===== src/rtl/sc1602_pkg.sv =====
// Shared definitions for the SC1602 (HD44780-compatible) read path:
// FSM state encoding, timing defaults, busy-flag position and RS codes.
package sc1602_pkg;

    // Read-cycle FSM states
    typedef enum logic [2:0] {
        ST_IDLE  = 3'd0,
        ST_SETUP = 3'd1,
        ST_HI_H  = 3'd2,
        ST_LO_H  = 3'd3,
        ST_HI_L  = 3'd4,
        ST_LO_L  = 3'd5,
        ST_DONE  = 3'd6
    } rd_state_t;

    // Timing defaults in sys_clk cycles
    localparam int DEF_T_AS     = 2;
    localparam int DEF_T_EH     = 8;
    localparam int DEF_T_EL     = 8;
    localparam int DEF_POLL_MAX = 1024;

    // Busy flag position inside a status byte
    localparam int BF_BIT = 7;

    // RS encodings
    localparam logic RS_INSTR = 1'b0;
    localparam logic RS_DATA  = 1'b1;

    // Largest of three timing values, used to size the timing counters
    function automatic int max3(input int a, input int b, input int c);
        int m;
        m = a;
        if (b > m) m = b;
        if (c > m) m = c;
        return m;
    endfunction

endpackage


===== src/rtl/sc1602_nibble_strobe.sv =====
// One E strobe for a 4-bit LCD read: T_EH cycles high, then T_EL cycles low.
// The pad nibble is captured on the last high cycle; o_done pulses on the
// last low cycle so the caller can chain the next strobe with no gap.
module sc1602_nibble_strobe
    import sc1602_pkg::*;
#(
    parameter int T_EH  = DEF_T_EH,
    parameter int T_EL  = DEF_T_EL,
    parameter int CNT_W = 4
) (
    input  logic       i_clk,
    input  logic       i_rst,
    input  logic       i_start,
    input  logic [3:0] i_data,
    output logic       o_enable,
    output logic       o_highLast,
    output logic       o_done,
    output logic [3:0] o_nibble
);

    logic             r_enable;
    logic             r_lowActive;
    logic [CNT_W-1:0] r_cnt;
    logic [3:0]       r_nibble;

    logic             w_highLast;
    logic             w_lowLast;

    assign w_highLast = r_enable    && (r_cnt == CNT_W'(T_EH - 1));
    assign w_lowLast  = r_lowActive && (r_cnt == CNT_W'(T_EL - 1));

    // Phase sequencing: a start always wins, so back-to-back strobes abut
    always_ff @(posedge i_clk) begin
        if (i_rst) begin
            r_enable    <= 1'b0;
            r_lowActive <= 1'b0;
            r_cnt       <= '0;
            r_nibble    <= 4'h0;
        end else if (i_start) begin
            r_enable    <= 1'b1;
            r_lowActive <= 1'b0;
            r_cnt       <= '0;
        end else if (w_highLast) begin
            r_enable    <= 1'b0;
            r_lowActive <= 1'b1;
            r_cnt       <= '0;
            r_nibble    <= i_data;
        end else if (w_lowLast) begin
            r_lowActive <= 1'b0;
            r_cnt       <= '0;
        end else if (r_enable || r_lowActive) begin
            r_cnt       <= r_cnt + CNT_W'(1);
        end
    end

    assign o_enable   = r_enable;
    assign o_highLast = w_highLast;
    assign o_done     = w_lowLast;
    assign o_nibble   = r_nibble;

endmodule


===== src/rtl/sc1602_reader.sv =====
// SC1602 4-bit read engine: status (busy flag / address) and data reads,
// plus a poll mode that repeats status reads until the busy flag clears.
// All LCD pins are driven straight from flops so E never glitches.
module sc1602_reader
    import sc1602_pkg::*;
#(
    parameter int T_AS     = DEF_T_AS,
    parameter int T_EH     = DEF_T_EH,
    parameter int T_EL     = DEF_T_EL,
    parameter int POLL_MAX = DEF_POLL_MAX
) (
    input  logic       sys_clk,
    input  logic       sys_rst,
    input  logic       req_valid,
    output logic       req_ready,
    input  logic       req_rs,
    input  logic       req_poll,
    output logic       rsp_valid,
    output logic [7:0] rsp_data,
    output logic       rsp_busy,
    output logic [6:0] rsp_addr,
    output logic       rsp_timeout,
    output logic       bus_active,
    output logic       sc1602_rs,
    output logic       sc1602_rw,
    output logic       sc1602_enable,
    input  logic [3:0] sc1602_data_i,
    output logic       sc1602_data_oe
);

    localparam int CNT_W  = $clog2(max3(T_AS, T_EH, T_EL) + 1);
    localparam int PCNT_W = $clog2(POLL_MAX + 1);

    rd_state_t         r_state;
    logic [CNT_W-1:0]  r_setupCnt;
    logic [PCNT_W-1:0] r_pollCnt;
    logic              r_poll;
    logic              r_rs;
    logic              r_rw;
    logic              r_ready;
    logic              r_busActive;
    logic [3:0]        r_highNib;
    logic              r_rspValid;
    logic [7:0]        r_rspData;
    logic              r_rspBusy;
    logic [6:0]        r_rspAddr;
    logic              r_rspTimeout;

    logic              w_accept;
    logic              w_setupLast;
    logic              w_start;
    logic              w_enable;
    logic              w_highLast;
    logic              w_done;
    logic [3:0]        w_nibble;
    logic              w_bf;
    logic              w_again;
    logic              w_finish;
    logic [7:0]        w_byte;

    assign w_accept    = (r_state == ST_IDLE) && req_valid && r_ready;
    assign w_setupLast = (r_setupCnt == CNT_W'(T_AS - 1));
    assign w_bf        = r_highNib[BF_BIT - 4];
    assign w_again     = r_poll && w_bf && (r_pollCnt < PCNT_W'(POLL_MAX));
    assign w_finish    = (r_state == ST_LO_L) && w_done && !w_again;
    assign w_byte      = {r_highNib, w_nibble};

    // Kick a strobe after setup, between the two nibbles, and for each poll retry
    assign w_start = ((r_state == ST_SETUP) && w_setupLast)
                  || ((r_state == ST_LO_H)  && w_done)
                  || ((r_state == ST_LO_L)  && w_done && w_again);

    sc1602_nibble_strobe #(
        .T_EH  (T_EH),
        .T_EL  (T_EL),
        .CNT_W (CNT_W)
    ) u_strobe (
        .i_clk      (sys_clk),
        .i_rst      (sys_rst),
        .i_start    (w_start),
        .i_data     (sc1602_data_i),
        .o_enable   (w_enable),
        .o_highLast (w_highLast),
        .o_done     (w_done),
        .o_nibble   (w_nibble)
    );

    // Main read-cycle state machine; strobe events drive the nibble phases
    always_ff @(posedge sys_clk) begin
        if (sys_rst) begin
            r_state   <= ST_IDLE;
            r_poll    <= 1'b0;
            r_highNib <= 4'h0;
        end else begin
            case (r_state)
                ST_IDLE: begin
                    if (w_accept) begin
                        r_state <= ST_SETUP;
                        r_poll  <= req_poll;
                    end
                end
                ST_SETUP: begin
                    if (w_setupLast) r_state <= ST_HI_H;
                end
                ST_HI_H: begin
                    if (w_highLast) r_state <= ST_LO_H;
                end
                ST_LO_H: begin
                    if (w_done) begin
                        r_highNib <= w_nibble;
                        r_state   <= ST_HI_L;
                    end
                end
                ST_HI_L: begin
                    if (w_highLast) r_state <= ST_LO_L;
                end
                ST_LO_L: begin
                    if (w_done) r_state <= w_again ? ST_HI_H : ST_DONE;
                end
                ST_DONE: begin
                    r_state <= ST_IDLE;
                end
                default: begin
                    r_state <= ST_IDLE;
                end
            endcase
        end
    end

    // RS/RW setup time counter, restarted for every accepted request
    always_ff @(posedge sys_clk) begin
        if (sys_rst) begin
            r_setupCnt <= '0;
        end else if (w_accept) begin
            r_setupCnt <= '0;
        end else if ((r_state == ST_SETUP) && !w_setupLast) begin
            r_setupCnt <= r_setupCnt + CNT_W'(1);
        end else if (r_state == ST_SETUP) begin
            r_setupCnt <= '0;
        end
    end

    // Status reads issued in poll mode, 1..POLL_MAX, saturating by construction
    always_ff @(posedge sys_clk) begin
        if (sys_rst) begin
            r_pollCnt <= '0;
        end else if (w_accept) begin
            r_pollCnt <= PCNT_W'(1);
        end else if ((r_state == ST_LO_L) && w_done && w_again) begin
            r_pollCnt <= r_pollCnt + PCNT_W'(1);
        end
    end

    // RS/RW and bus ownership: set on acceptance, released when entering DONE
    always_ff @(posedge sys_clk) begin
        if (sys_rst) begin
            r_rs        <= 1'b0;
            r_rw        <= 1'b0;
            r_busActive <= 1'b0;
        end else if (w_accept) begin
            r_rs        <= (req_rs && !req_poll) ? RS_DATA : RS_INSTR;
            r_rw        <= 1'b1;
            r_busActive <= 1'b1;
        end else if (w_finish) begin
            r_rs        <= 1'b0;
            r_rw        <= 1'b0;
            r_busActive <= 1'b0;
        end
    end

    // Ready is registered so it stays low throughout reset and rises right after
    always_ff @(posedge sys_clk) begin
        if (sys_rst) begin
            r_ready <= 1'b0;
        end else if (w_accept) begin
            r_ready <= 1'b0;
        end else if ((r_state == ST_IDLE) || (r_state == ST_DONE)) begin
            r_ready <= 1'b1;
        end
    end

    // Response capture on the way into DONE; fields hold until the next response
    always_ff @(posedge sys_clk) begin
        if (sys_rst) begin
            r_rspValid   <= 1'b0;
            r_rspData    <= 8'h00;
            r_rspBusy    <= 1'b0;
            r_rspAddr    <= 7'h00;
            r_rspTimeout <= 1'b0;
        end else if (w_finish) begin
            r_rspValid   <= 1'b1;
            r_rspData    <= w_byte;
            r_rspBusy    <= (r_rs == RS_INSTR) ? w_byte[BF_BIT] : 1'b0;
            r_rspAddr    <= (r_rs == RS_INSTR) ? w_byte[6:0] : 7'h00;
            r_rspTimeout <= r_poll && w_bf;
        end else begin
            r_rspValid   <= 1'b0;
        end
    end

    assign req_ready      = r_ready;
    assign rsp_valid      = r_rspValid;
    assign rsp_data       = r_rspData;
    assign rsp_busy       = r_rspBusy;
    assign rsp_addr       = r_rspAddr;
    assign rsp_timeout    = r_rspTimeout;
    assign bus_active     = r_busActive;
    assign sc1602_rs      = r_rs;
    assign sc1602_rw      = r_rw;
    assign sc1602_enable  = w_enable;
    assign sc1602_data_oe = 1'b0;

endmodule


===== config.mk =====
export PLATFORM = sky130hd
export DESIGN_NAME = sc1602_reader
export DESIGN_NICKNAME = d
export VERILOG_FILES = /design/src/rtl/sc1602_pkg.sv /design/src/rtl/sc1602_nibble_strobe.sv /design/src/rtl/sc1602_reader.sv
export SDC_FILE = /design/constraint.sdc
export NUM_CORES = 1
export LEC_CHECK = 0
export ABC_AREA = 1
export CAP_MARGIN = 20
export CORE_UTILIZATION = 55
export CTS_CLUSTER_SIZE = 20
export DETAILED_ROUTE_END_ITERATION = 10
export GPL_ROUTABILITY_DRIVEN = 1
export PLACE_DENSITY = 0.79
export SLEW_MARGIN = 15
export SYNTH_ARGS = -nofsm -noshare
export SYNTH_HDL_FRONTEND = slang
export SYNTH_SLANG_ARGS = --single-unit

===== constraint.sdc =====
create_clock -name sys_clk -period 1.6 [get_ports sys_clk]
set_input_delay 0.24 -clock sys_clk [delete_from_list [all_inputs] [get_ports sys_clk]]
set_output_delay 0.24 -clock sys_clk [all_outputs]
set_load 0.01 [all_outputs]

==> After elaboration in Yosys (flattened, before gate mapping) <==
Cells that the tools add are included.
{ "word_totals": {"register_bits": 54, "latch_bits": 0, "mem_bits_rw": 0, "romBits": 0, "inputBits": 9, "out_inout_bits": 24, "elab_cells": 93, "mem_count": 0} }
{ "classes": {"addsub": 3, "n_mul": 0, "div_mod_pow": 0, "n_lt_le_gt_ge": 1, "n_eq_ne": 14, "n_shift": 0, "mux": 23, "bitwise_logic": 1, "n_reduce_logical": 33} }
{ "op_table": {"columns": ["operator", "count"], "rows": [
  ["$mux W3", 7],
  ["$pmux W3 S6", 1],
  ["$logic_and A1 B1 Y1", 13],
  ["$mux W1", 12],
  ["$add A11 B1 Y11 const B", 1],
  ["$lt A11 B11 Y1 const B", 1],
  ["$reduce_bool A2 Y1", 5],
  ["$eq A3 B3 Y1 const B", 3],
  ["$add A4 B1 Y4 const B", 2],
  ["$mux W4", 2],
  ["$ne A2 B2 Y1 const B", 4],
  ["$mux W7", 1],
  ["$eq A3 B2 Y1 const B", 2],
  ["$reduce_and A2 Y1", 3],
  ["$reduce_and A6 Y1", 1],
  ["$eq A4 B1 Y1 const B", 1],
  ["$eq A4 B3 Y1 const B", 1],
  ["$logic_or A1 B1 Y1", 4],
  ["$ne A2 B1 Y1 const B", 2],
  ["$reduce_or A2 Y1", 2],
  ["$reduce_or A4 Y1", 1],
  ["$eq A3 B1 Y1 const B", 1],
  ["$logic_not A1 Y1", 3],
  ["$logic_not A3 Y1", 1],
  ["$not A1 Y1", 1]
]} }

==> Logic depth before layout (Yosys ltp) <==
{ "logic_depth": {"depth_word": 7, "depth_mapped": 10} }

==> By module <==
From an unflattened synthesis, not the netlist that was laid out.
{ "hier_totals": {"cells_unflattened": 332, "area_unflattened_um2": 2501.1} }
{ "modules_own_cells": {"columns": ["module", "n_inst", "cells_each", "area_each_um2", "seq_area_each_um2"], "rows": [
  ["sc1602_reader", 1, 263, 1996.9, 880.8],
  ["sc1602_nibble_strobe", 1, 69, 504.2, 200.2]
]} }

==> Worst setup path after synthesis <==
Ideal clock, no wire load.
{ "synth_path": {"path_kind": "register to register", "from": "reg u_strobe.r_cnt[0]", "to": "reg r_state[2]", "setup_ns": 0.113, "t_arrival_ns": 1.243, "required_time_ns": 1.487, "path_slack_ns": 0.244, "path_stages_with_launch": 11, "path_buffers": 0, "synth_period_minus_slack_ns": 1.356, "cell_sequence": "dfxtp_1 -> ha_1 -> nand2_2 -> nor2_4 -> nand2_2 -> nand2_1 -> nand2_2 -> nor2_4 -> nand2_1 -> nand2_1 -> nor2_1"} }
{ "synth_via": {"elab_chain_cells": 4, "word_cells_on_any_way": 8} }
{ "synth_lines": {"columns": ["element", "line_no", "source"], "rows": [
  ["start: declaration", "sc1602_nibble_strobe.sv:23", "logic [CNT_W-1:0] r_cnt;"],
  ["start signal: assignment", "sc1602_nibble_strobe.sv:52", "r_cnt <= r_cnt + CNT_W'(1);"],
  ["$eq A4 B3 Y1 (*)", "sc1602_nibble_strobe.sv:29, sc1602_nibble_strobe.sv:30", null],
  ["$logic_and A1 B1 Y1, on equally long branches", "sc1602_nibble_strobe.sv:29, sc1602_nibble_strobe.sv:30", null],
  ["$ne A2 B1 Y1 (no source line) or $ne A2 B2 Y1 (tied branches)", null, null],
  ["$reduce_and A6 Y1 (no source line) (*)", null, null],
  ["end signal: assignment", "sc1602_reader.sv:118", "if (w_done) r_state <= w_again ? ST_HI_H : ST_DONE;"],
  ["end: declaration", "sc1602_reader.sv:34", "rd_state_t r_state;"]
]} }
Every way passes the cells marked *; elsewhere a longest branch is shown, timed or not.
A chain may end at the register's enable or synchronous reset.

==> Worst setup path after layout <==
{ "layout_path": {"from": "reg u_strobe.r_enable, in the netlist u_strobe.o_enable", "to": "out sc1602_enable"} }
{ "layout_rtl": {"columns": ["element", "line_no", "source"], "rows": [
  ["start: declaration", "sc1602_nibble_strobe.sv:21", "logic r_enable;"],
  ["start signal: assignment", "sc1602_nibble_strobe.sv:35", "r_enable <= 1'b0;"],
  ["start signal: assignment", "sc1602_nibble_strobe.sv:40", "r_enable <= 1'b1;"],
  ["start signal: assignment", "sc1602_nibble_strobe.sv:44", "r_enable <= 1'b0;"],
  ["end: declaration", "sc1602_reader.sv:26", "output logic sc1602_enable,"]
]} }
No word-level cell between the ends.

==> results.md <==
* Syn Inst Count at approximately 360
* Met1 Resource Use GR at about 28%
* Top cell type's share of synthesized area at 41.03%
* 1st-pass router iterations at 7
* Worst Hold Depth at 2
* First-pass GRT wire length at 8983 um
* Synth cell types at 36
* Max Clk Rate at 0.6630 GHz
* Synth Area in XOR/XNOR at 1.330%
* Cts hold-fix bufs at 0
* CTS sink cnt at 54
* Vias at 2293
* Syn nets at 372
* Setup-failing EPs final at 0
* CP Depth at 1
* Leakage at 1.194 nW
* Multiplexer share of the synthesized area at 0%
* Final Cycle Share at 94.27%
* Pins Over Slew Limit at 0
* Clock buffer depth at 2
* Status: finished, violations left
* Port-buffer cells at 31
* Ys Warns at 0
* Worst vdd ir at 0.0008831 V
* GPL Wtd Cong at a little under 0.9
* Die W at 71.22 um
* Largest net degree at the start of global routing at 22
* Crit. End Element: primary output
* Cell Int Power at 2.181 mW
* Vias/cell at approximately 5.1
* Post-Syn Area at around 2600 um^2
* Pwr Density at 1013 nW/um^2
* DR WL/cell at 11.83 um
* R2R cell count at 10
* Final Hold Vio Count at 0
* Multi-input logic area at 1296 um^2
* Worst r2r src: u_strobe.r_cnt[0]
* Total global-route track usage at 22.27%
* Leading cell type in the layout, fill and taps excluded: nand2_1
* Clock power frac at slightly below 30%
* Commonest cells after routing, fill and taps aside: 96 x nand2_1, 54 x dfxtp_1, 38 x inv_1, 34 x a21oi_1, 31 x clkdlybuf4s50_1
* Post-Place Worst Slack at 46.47 ps
* DRC at 4
* Reg2Reg Setup Slack at 130 ps
* Worst-skew pair later-pin latency at 310 ps
* # rows at 24
* DRT iter0 DRCs at 148
* Min Tclk post-route at 1508 ps
* Met3 Track Usage GR at 4.360%
* TritonCTS buffer count at 5
* Yosys top cell by area: dfxtp_1
* Die area at 5072 um^2
* Psw at roughly 0.98 mW
* Sw frac at 31.00%
* Area Overhead vs Synth at 18.38%
* Max Cap Violations at 0
* Worst path buffer plus inverter count at 1
* Post-synthesis register bit count at between 50 and 60
* Grt met2 use at between 30% and 40%
* Post-route setup TNS at 0 ps
* Sequential Power Share at a little under half
* Worst EP required at about 1400 ps
* Hold path startpoint: rsp_addr[1]
* Starting Density at 58.89%
* Clock root buffer: clkbuf_8
* CP cell instances: clkdlybuf4s50_1
* Failing checks: design-rule violations
* I/O pin count at 33
* H-tree depth at 2
* Max stage delay on crit path at 560 ps
* Final HPWL DP at 3885 um
* Final setup margin at 91.72 ps
* Combinational power share at about 23%
* Vert. Die Dim at 71.22 um
* Slowest CP cell: clkdlybuf4s50_1
* Largest family of logic cells by synthesized area: simple AND/OR/NAND/NOR gates
* CTS clk-pin slew, worst paths at 100 ps
* Core area at 4474 um^2
* Seq. cell area at ~1100 um^2
* Worst Hold Class: reg2reg
* CTS tree: built
* Sequential area share after synthesis at 41.03%
* Vias in the first global route at 2085
* Top area cells in the synthesized netlist: dfxtp_1 41%, nand2_1 14%, a21oi_1 6.5%
* Mean Syn Cell Area at 7.340 um^2
* Crit-path max FO at 3
* # nets final at between 400 and 500
* Adder-Cell Fraction of Synth Area at 1.899%
* Overflow after GRT at 0
* Fraction of layout cells with a size suffix above 1 at 11.90%
* Crit path max-delay family: buffers and inverters
* Most used routing layer: met2
* Clock Skews at 10.64 ps
* WL final at 5288 um
* Critical Path Source: u_strobe.o_enable
* Hold Worst Slack at 468.0 ps
* Routed Antenna Nets at 0
* Antenna Cells at 0
* Crit path DAT at 1270 ps
* Worst setup path class: reg2out
* Post-synthesis simple-gate area fraction at 35.85%
* Fillers at 365
* Startpoint types: flip-flop
* Compound-Gate Fraction of Synth Area at 9.164%
* Initial antenna violation count at 0
* Final Power at roughly 3.2 mW
## flip-flops by register name, summed over array words and instances (netlist names)
register	cells
u_strobe.o_nibble	4
r_pollCnt	11
rsp_busy	1
r_highNib	4
rsp_valid	1
u_strobe.r_lowActive	1
req_ready	1
rsp_timeout	1
u_strobe.o_enable	1
r_state	3
rsp_data	8
rsp_addr	7
r_poll	1
u_strobe.r_cnt	4
bus_active	1
sc1602_rs	1
r_setupCnt	4
## per-layer routing
metal  vias up  share of wire, %
met3         5               3.0
li1       1213                 -
met1      1042                47
met4         0               1.3
met2        33                49
met5         -                 0
## final cells by class
| type | count | share of cell area, % |
|---|---|---|
| Multi-Input combinational cell | 248 | 41.56 |
| Sequential cell | 54 | 34.66 |
| Tap cell | 52 | 2.086 |
| Timing Repair Buffer | 40 | 12.11 |
| Clock buffer | 5 | 2.206 |
| Inverter | 45 | 5.856 |
| Clock inverter | 3 | 1.524 |
## power by group through the flow
stage | clock network, mW | logic, mW | registers, mW
floorplan | 0 | 0.590 | 1.49
global placement | 0 | 0.694 | 1.53
detailed placement | 0 | 0.710 | 1.53
CTS | 0.976 | 0.714 | 1.50
global route | 1.03 | 0.802 | 1.51
finish | 0.941 | 0.715 | 1.50
## kinds of logic after synthesis
family	after synthesis
flip-flops	54
buffers and inverters	57
AO/OA/AOI/OAI	47
XOR/XNOR	4
adder cells (fa/ha/maj)	4
AND/OR/NAND/NOR	192
other	1
## path summary, 6_finish.rpt
| kind | to |
|---|---|
| worst min-delay path | rsp_addr[1] |
| worst min register to register | rsp_addr[1] |
| worst max-delay path | sc1602_enable |
| worst max register to register | r_state[2] |
## worst register-to-register path, delay by kind of cell (launching register included)
family / cells / cell delay [ps]
DFF: 1 / 440
and+or+nand+nor: 9 / 740
adders and majority gates: 1 / 200
## cell usage after synthesis (all sizes together)
cell type	number
xnor2	1
dfxtp	54
nand4	9
inv	44
o22ai	1
nor2	37
nor3b	1
clkbuf	3
nand2	104
nor3	12
a21oi	34
conb	1
nand3	27
clkinv	1
nand3b	2
buf	9
ha	4
a211oi	1
o31ai	1
xor2	3
o21ai	10
## stage by stage
step                      instances  utilization, %  cell area [um^2]
after floorplan                 359               -              2635
after global placement          438           66.42              2972
after detailed placement        438           66.42              2972
after CTS                       446           69.02              3088
after global routing            447           69.71              3119
final                           447           69.71              3119
## what timing repair did
item,4_1_cts,5_1_grt
setup endpoints to repair,0,33
buffers inserted,0,1
gates resized for setup,0,5
Note: power is estimated with default switching activity, not from simulation.
